===== src/rtl/nrisc_mem_responder.sv =====
// nrisc_mem_responder
// Memory-side responder for the 8-bit nRisc core. One single-ported byte
// array serves three clients:
//   - an instruction-fetch port (1-cycle registered read),
//   - a data port with a wait-state FSM and a completion pulse,
//   - a load port that fills the array before the core runs.
// Data accesses take priority over fetch, and the load port takes priority
// over accepting a new data access.
//
// Data handshake: the core raises LerMem and/or EscMem with a stable
// EnderecoDado/DadoEscrita and holds them until DadoPronto is seen. The
// request is accepted on an edge where the FSM is IDLE and CargaEn is low.
// DadoPronto is a one-cycle pulse, and LeDado is valid while it is high.
// Ocupado is high while the access is in flight (WAIT, ACCESS). If LerMem
// and EscMem are high together, the access is a write and ErroAcesso pulses
// once.
//
// Ports:
//   Clock, reset            clock, asynchronous active-high reset
//   EnderecoInst            fetch address (core PC)
//   Instrucao, InstValida   fetched byte, valid flag (mem[addr of prev edge])
//   EnderecoDado            data address
//   DadoEscrita             write data
//   LerMem, EscMem          read / write request
//   LeDado                  read data
//   DadoPronto              one-cycle completion pulse
//   Ocupado                 access in flight (core freezes its PC)
//   ErroAcesso              one-cycle pulse on simultaneous LerMem/EscMem
//   CargaEn                 load-port write strobe
//   CargaEnd, CargaDado     load-port address and data
//   estado_dbg              current data FSM state, for observation
module nrisc_mem_responder #(
  parameter int ADDR_W      = 8,
  parameter int WAIT_CYCLES = 1
) (
  input  logic              Clock,
  input  logic              reset,
  input  logic [ADDR_W-1:0] EnderecoInst,
  output logic [7:0]        Instrucao,
  output logic              InstValida,
  input  logic [ADDR_W-1:0] EnderecoDado,
  input  logic [7:0]        DadoEscrita,
  input  logic              LerMem,
  input  logic              EscMem,
  output logic [7:0]        LeDado,
  output logic              DadoPronto,
  output logic              Ocupado,
  output logic              ErroAcesso,
  input  logic              CargaEn,
  input  logic [ADDR_W-1:0] CargaEnd,
  input  logic [7:0]        CargaDado,
  output logic [1:0]        estado_dbg
);

  typedef enum logic [1:0] {
    S_IDLE   = 2'd0,
    S_WAIT   = 2'd1,
    S_ACCESS = 2'd2,
    S_RESP   = 2'd3
  } state_t;

  localparam int DEPTH = 1 << ADDR_W;
  // Counter preset on acceptance. WAIT leaves for ACCESS when it reads 0,
  // so WAIT_CYCLES-1 gives exactly WAIT_CYCLES cycles spent in WAIT.
  localparam logic [3:0] WAIT_LOAD = (WAIT_CYCLES > 0) ? 4'(WAIT_CYCLES - 1) : 4'd0;

  logic [7:0]        mem [DEPTH];
  state_t            state;
  logic [3:0]        wait_cnt;
  logic [ADDR_W-1:0] addr_q;
  logic [7:0]        data_q;
  logic              wr_q;
  logic              accept;

  // The load port has priority. While it is writing, a pending data
  // request stays unaccepted and the core keeps holding it.
  assign accept     = (state == S_IDLE) && (LerMem || EscMem) && !CargaEn;
  assign estado_dbg = state;

  // Array writes. This block has no reset, so the contents survive a reset.
  // The !reset gate drops a write that would coincide with reset. A write
  // aborted by reset never reaches ACCESS, because reset forces IDLE.
  always_ff @(posedge Clock) begin
    if (!reset) begin
      if (state == S_ACCESS && wr_q) begin
        mem[addr_q] <= data_q;
      end else if (state == S_IDLE && CargaEn) begin
        mem[CargaEnd] <= CargaDado;
      end
    end
  end

  always_ff @(posedge Clock or posedge reset) begin
    if (reset) begin
      state      <= S_IDLE;
      wait_cnt   <= 4'd0;
      addr_q     <= '0;
      data_q     <= 8'd0;
      wr_q       <= 1'b0;
      Instrucao  <= 8'd0;
      InstValida <= 1'b0;
      LeDado     <= 8'd0;
      DadoPronto <= 1'b0;
      Ocupado    <= 1'b0;
      ErroAcesso <= 1'b0;
    end else begin
      DadoPronto <= 1'b0;
      ErroAcesso <= 1'b0;
      case (state)
        S_IDLE: begin
          if (accept) begin
            addr_q     <= EnderecoDado;
            data_q     <= DadoEscrita;
            wr_q       <= EscMem;  // a simultaneous read and write becomes a write
            ErroAcesso <= LerMem && EscMem;
            wait_cnt   <= WAIT_LOAD;
            Ocupado    <= 1'b1;
            InstValida <= 1'b0;
            state      <= (WAIT_CYCLES > 0) ? S_WAIT : S_ACCESS;
          end else if (CargaEn) begin
            // The array port is busy with the load write, so Instrucao holds.
            InstValida <= 1'b0;
          end else begin
            Instrucao  <= mem[EnderecoInst];
            InstValida <= 1'b1;
          end
        end
        S_WAIT: begin
          InstValida <= 1'b0;
          if (wait_cnt == 4'd0) begin
            state <= S_ACCESS;
          end else begin
            wait_cnt <= wait_cnt - 4'd1;
          end
        end
        S_ACCESS: begin
          InstValida <= 1'b0;
          if (!wr_q) begin
            LeDado <= mem[addr_q];
          end
          DadoPronto <= 1'b1;
          // Ocupado drops together with the DadoPronto pulse, so the core
          // can advance on the edge that ends RESP.
          Ocupado    <= 1'b0;
          state      <= S_RESP;
        end
        S_RESP: begin
          InstValida <= 1'b0;
          state      <= S_IDLE;
        end
        default: state <= S_IDLE;
      endcase
    end
  end

endmodule


===== config.mk =====
export PLATFORM = sky130hd
export DESIGN_NAME = nrisc_mem_responder
export DESIGN_NICKNAME = d
export VERILOG_FILES = /design/src/rtl/nrisc_mem_responder.sv
export SDC_FILE = /design/constraint.sdc
export NUM_CORES = 2
export LEC_CHECK = 0
export BUFFER_PORTS_ARGS = -buffer_cell sky130_fd_sc_hd__buf_2
export CELL_PAD_IN_SITES_DETAIL_PLACEMENT = 0
export CELL_PAD_IN_SITES_GLOBAL_PLACEMENT = 1
export CORE_MARGIN = 5
export CORE_UTILIZATION = 55
export DETAILED_ROUTE_END_ITERATION = 7
export GPL_ROUTABILITY_DRIVEN = 0
export PLACE_DENSITY = 0.84
export SLEW_MARGIN = 10
export SYNTH_ARGS = -nofsm -noshare
export SYNTH_HDL_FRONTEND = slang
export SYNTH_SLANG_ARGS = --single-unit

===== constraint.sdc =====
create_clock -name Clock -period 4.6 [get_ports Clock]
set_input_delay 0 -clock Clock [delete_from_list [all_inputs] [get_ports Clock]]
set_output_delay 0 -clock Clock [all_outputs]
set_load 0.005 [all_outputs]

# Word level (Yosys, flattened, before mapping)

Memory sizes are Yosys's and may differ from the RTL's. A register that Yosys moved wholly into a read port is not among the register bits.
Cells that the tools add are included.

Flip-flop bits (word level): 27
Output and inout bits: 22
Bits in writable memories: 2048
Memories kept: 1
Logic and storage cells: 63
Bits of input ports: 45

Memories:

| name | words | width | read ports | clocked after memory_dff | write ports | line | source |
|---|---|---|---|---|---|---|---|
| mem  | 256   | 8     | 2          | 2                        | 1           | 67   | `logic [7:0] mem [DEPTH];` |

Muxes and demuxes: 24
Eq/ne operators: 6
Bitwise gates (word level): 3
Add/sub/neg operators: 1
Reduce and logical (&&, ||, !) cells: 19

Operators with widths:

| kind                                                                   | number |
|---|---|
| 8-bit two-way mux                                                      | 2 |
| 1-bit two-way mux                                                      | 14 |
| 4-bit two-way mux                                                      | 2 |
| 2-bit case mux with 4 select lines                                     | 1 |
| 4-bit case mux with 2 select lines                                     | 1 |
| 2-bit AND reduction                                                    | 4 |
| 8-bit OR reduction                                                     | 1 |
| 2-bit != test (second input constant)                                  | 3 |
| 3-bit AND reduction                                                    | 2 |
| 1-bit logical AND                                                      | 5 |
| 2-bit equality test (second input constant)                            | 2 |
| 4-bit zero test                                                        | 1 |
| 2-bit two-way mux                                                      | 2 |
| 1-bit case mux with 2 select lines                                     | 2 |
| 2-bit nonzero test                                                     | 2 |
| 4-bit by 1-bit subtractor with 4-bit output (second input constant)    | 1 |
| 1-bit NOT                                                              | 3 |
| 3-bit OR reduction                                                     | 1 |
| 2-bit by 1-bit equality test with 1-bit output (second input constant) | 1 |
| 2-bit zero test                                                        | 1 |
| 1-bit zero test                                                        | 1 |
| 1-bit logical OR                                                       | 1 |

# Longest topological paths before layout

Depth after elaboration: 8
Gate-level depth with buffers: 13
Depth with buffers taken out: 10

# Least setup slack after synthesis

Ideal clock, no wire load.

Path type: register -> register
From: register state[0] (netlist: estado_dbg[0])
To: memory mem[0][0], data pin
Setup time: 0.555 ns
Path slack: 0.654 ns
Path buffers: 2
Arrival: 3.391 ns
Period minus slack after synthesis: 3.946 ns
Data required time: 4.045 ns
Stages on the path, launching flop included: 8
Cells stage by stage: dfrtp_1 inv_1 ha_1 nand2_1 nor3b_1 buf_2 buf_2 mux2_2

Word-level cells in the longest chain between the ends: 8
Elaborated cells between the ends (all ways): 10
Those cells by class: eq/ne (1); mux (5); reduce/logical (4)

RTL lines:

| item                                      | line | source |
|---|---|---|
| from (decl)                               | 68   | `state_t state;` |
| from (signal assigned)                    | 119  | `state <= (WAIT_CYCLES > 0) ? S_WAIT : S_ACCESS;` |
| 2-bit zero test                           | 87   | `end else if (state == S_IDLE && CargaEn) begin` |
| 1-bit logical AND                         | 87   |  |
| 1-bit two-way mux                         | 87   |  |
| 1-bit two-way mux *                       | 85   | `if (state == S_ACCESS && wr_q) begin` |
| 1-bit two-way mux *                       | 84   | `if (!reset) begin` |
| 1-bit two-way mux (implied by the code) * | 88   | `mem[CargaEnd] <= CargaDado;` |
| 8-bit OR reduction (no line) *            | n/a  |  |
| 8-bit two-way mux (no line) *             | n/a  |  |
| to (decl)                                 | 67   |  |

Every way passes the cells marked *; elsewhere a longest branch is shown, timed or not.

# Worst setup path after layout

From: register state[0] (netlist: estado_dbg[0])
To: register Instrucao[3], read port of mem

Word-level cells in the longest chain between the ends: 5

RTL lines:

| item                            | line    | source |
|---|---|---|
| 2-bit zero test *               | 77, 109 |  |
| 1-bit logical AND (2 in series) | 77      | `assign accept = (state == S_IDLE) && (LerMem \|\| EscMem) && !CargaEn;` |
| 1-bit NOT (no line)             | n/a     |  |
| 3-bit AND reduction (no line) * | n/a     |  |
| to (decl)                       | 39      | `output logic [7:0] Instrucao,` |

Marked as above.
A chain may end at the register's enable or synchronous reset.

==> flow_metrics.tcl <==
set metrics [dict create \
    num_vias 63470 \
    drtPass1Iterations 6 \
    antenna_found_initial 23 \
    p_per_area_mw_per_mm2 558.0 \
    path_class "flop to flop" \
    clock_latency_ns 0.87 \
    power.internal_mw 41.01 \
    holdWs_ns 0.04642 \
    syn_inst 5649 \
    drtIter0Drc 10820 \
    final_max_slew_viol_count 0 \
    cts_tree "done" \
    wl_per_cell_um 38.43 \
    finalClockSkew_ns 0.04166 \
    slew_headroom 0.06396 \
    power.net_switching_mw 21.04 \
    hold_viol 0 \
    synthFlopType "edfxtp_1" \
    worstPathRequired_ns 5.39 \
    power_mw 62.05 \
    instances_no_fill 8537 \
    fmax_mhz 227.0 \
    switching_share 0.3391 \
    regArea_mm2 0.06259 \
    seq_area_frac_synth 0.6351 \
    tns_ns 0 \
    grt_pass1_vias 61890 \
    async_reset_ff_frac 0.02056 \
    cts_buffers 207 \
    p_seq_frac 0.396 \
    start_util 0.5528 \
    core_area_mm2 0.1782 \
    grt.total_usage 0.3485 \
    drv_cap 0 \
    die_w_um 433.3 \
    clockBufferDepth 3 \
    root_buffer "clkbuf_16" \
    multi_input_area_mm2 0.03333 \
    layout_common_cells "edfxtp_1, mux4_2, mux2i_1" \
    die_y_um 433.3 \
    clkTransAtPathRegs_ns 0.06 \
    status "finished, final reports clean" \
    dieArea_mm2 0.1877 \
    preCtsSetupSlack_ns 0.4809 \
    final_common_cell "edfxtp_1" \
    synth_cell_types 71 \
    critPathLaunchType "flop" \
    grt_pass1_wl_um 462500 \
    numClockSinks 2091 \
    fin_crit_sh 0.9577 \
    setup_slack_ns 0.1946 \
    dpl_cell_area_mm2 0.1033 \
    hold_path.class "input pin to flop" \
    crit_arrival_ns 5.19 \
    drc 0 \
    grt_max_degree 126 \
    area_growth_pct 12.87 \
    place_inst 8075 \
    fin_util 0.6240 \
    syn_nets 5698 \
    cts_setup_buffers 0 \
    place_hpwl_um 219000 \
    routed_wirelength_um 328100 \
    period_needed_ns 4.405 \
    rows 155 \
    syn_avg_cell_area_um2 17.44 \
    ios 67 \
    crit_path_end_kind "flop" \
    tightest_slew_ns 1.389 \
    grt-ovfl-total 0 \
    synth_edf_count 2048 \
    h-tree-depth 4 \
    finalInstanceArea_mm2 0.1112 \
    detail_route.vias_per_cell 7.435 \
    io_buffers 66 \
    power_frac_clock 0.294 \
    combinationalPowerShare 0.310 \
    ys_seq_elements 2091 \
    netlist_area_mm2 0.09853 \
    setup_viol 0 \
    synth.yosys.warnings 0 \
    path_max_fanout 10 \
    drtAntennaViolNets 0 \
    power.leakage_nw 36.21 \
    rsz0062_at_grt "no" \
    ir_worst_vdd_mv 0.6264 \
    layout-drive-gt1-share 0.2714 \
    fill_cells 12250 \
    fin_nets 6031 \
]
==> per-layer routing <==
metal	share of wire	global-route usage	up-vias	routed length, µm
met4	0.069	0.1889	8	22530
met3	0.16	0.1321	1062	51250
met1	0.34	0.4609	32420	111300
met5	0.00014	0.0007806	-	46
li1	-	-	24410	-
met2	0.44	0.5037	5575	143000
==> state kept, by name (all words and copies together) (netlist names) <==
name        count
wait_cnt        4
addr_q          8
ErroAcesso      1
DadoPronto      1
Instrucao       8
InstValida      1
estado_dbg      2
Ocupado         1
LeDado          8
mem          2048
data_q          8
wr_q            1
==> synth_stat cells (all sizes together) (11+ instances only) <==
library cell	n	share of area
nor2b	11	0.00070
and2	19	0.0012
a22o	21	0.0019
a2111oi	31	0.0031
mux4	758	0.17
dfrtp	43	0.011
mux2i	598	0.061
buf	293	0.022
edfxtp	2048	0.62
a21oi	115	0.0058
a22oi	120	0.0091
nand3	49	0.0025
nor3	42	0.0021
o22ai	209	0.013
a31oi	28	0.0018
nand2	249	0.0095
a211o	12	0.0011
nor4	20	0.0013
nor2	363	0.014
o221ai	107	0.0095
nand2b	15	0.00095
a211oi	87	0.0066
clkbuf	154	0.0059
or2	19	0.0012
inv	15	0.00057
o21ai	79	0.0040
mux2	16	0.0018
==> worst max-delay path, cell delays in order, from the launching register on <==
cell      delay [ns]
dfrtp_1         0.41
inv_1           0.10
ha_1            0.26
or4b_1          0.46
buf_4           0.24
inv_1           0.12
nand2_1         0.51
a221oi_1        1.14
nand4_1         0.17
a211oi_1        0.71
a221o_1         0.20
==> area by class of cell <==
class,instances,share of cell area
Antenna cell,17,0.0003825
Clock buffer,242,0.04917
Clock inverter,150,0.01652
Inverter,16,0.0005963
Multi-Input combinational cell,3095,0.2997
Sequential cell,2091,0.5628
Tap cell,2355,0.02650
Timing Repair Buffer,571,0.04432
==> timing repair <==
item,4_1_cts,5_1_grt
hold buffers,51,1
gates resized for setup,0,0
hold endpoints to repair,77,16
==> power by group through the flow <==
stage          Sequential [mW]  Combinational (mW)  Clock [mW]
2_1_floorplan             24.7                11.1           0
3_3_place_gp              24.9                18.0           0
3_5_place_dp              24.9                18.3           0
4_1_cts                   24.5                18.5        18.2
5_1_grt                   24.5                19.6        19.1
6_report                  24.6                19.2        18.3
==> kinds of logic after synthesis <==
kind of cell | Yosys count | share of synthesized area
XOR/XNOR | 2 | 0.0001778
AO/OA/AOI/OAI | 878 | 0.06219
AND/OR/NAND/NOR | 839 | 0.03728
buffers and inverters | 463 | 0.02874
multiplexers | 1372 | 0.2360
adder cells (fa/ha/maj) | 4 | 0.0005080
flip-flops | 2091 | 0.6351
==> path summary, 6_finish.rpt <==
| check | startpoint | end | slack, ns | depth (start not counted) |
|---|---|---|---|---|
| worst max-delay path | estado_dbg[0]$_DFFE_PP0P_ | Instrucao[3]$_DFFE_PP0P_ | 0.19 | 10 |
| worst min-delay path | CargaDado[3] | mem[133][3]$_DFFE_PP_ | 0.05 | 2 |
| worst max register to register | estado_dbg[0]$_DFFE_PP0P_ | Instrucao[3]$_DFFE_PP0P_ | 0.19 | 10 |
| worst min register to register | wait_cnt[0]$_DFFE_PP0P_ | wait_cnt[0]$_DFFE_PP0P_ | 0.53 | 1 |
| max in group asynchronous | reset | addr_q[4]$_DFFE_PP0P_ | 3.39 | 4 |
| min in group asynchronous | reset | estado_dbg[1]$_DFFE_PP0P_ | 0.51 | 4 |
No activity file was read; power rests on OpenSTA's default activity.
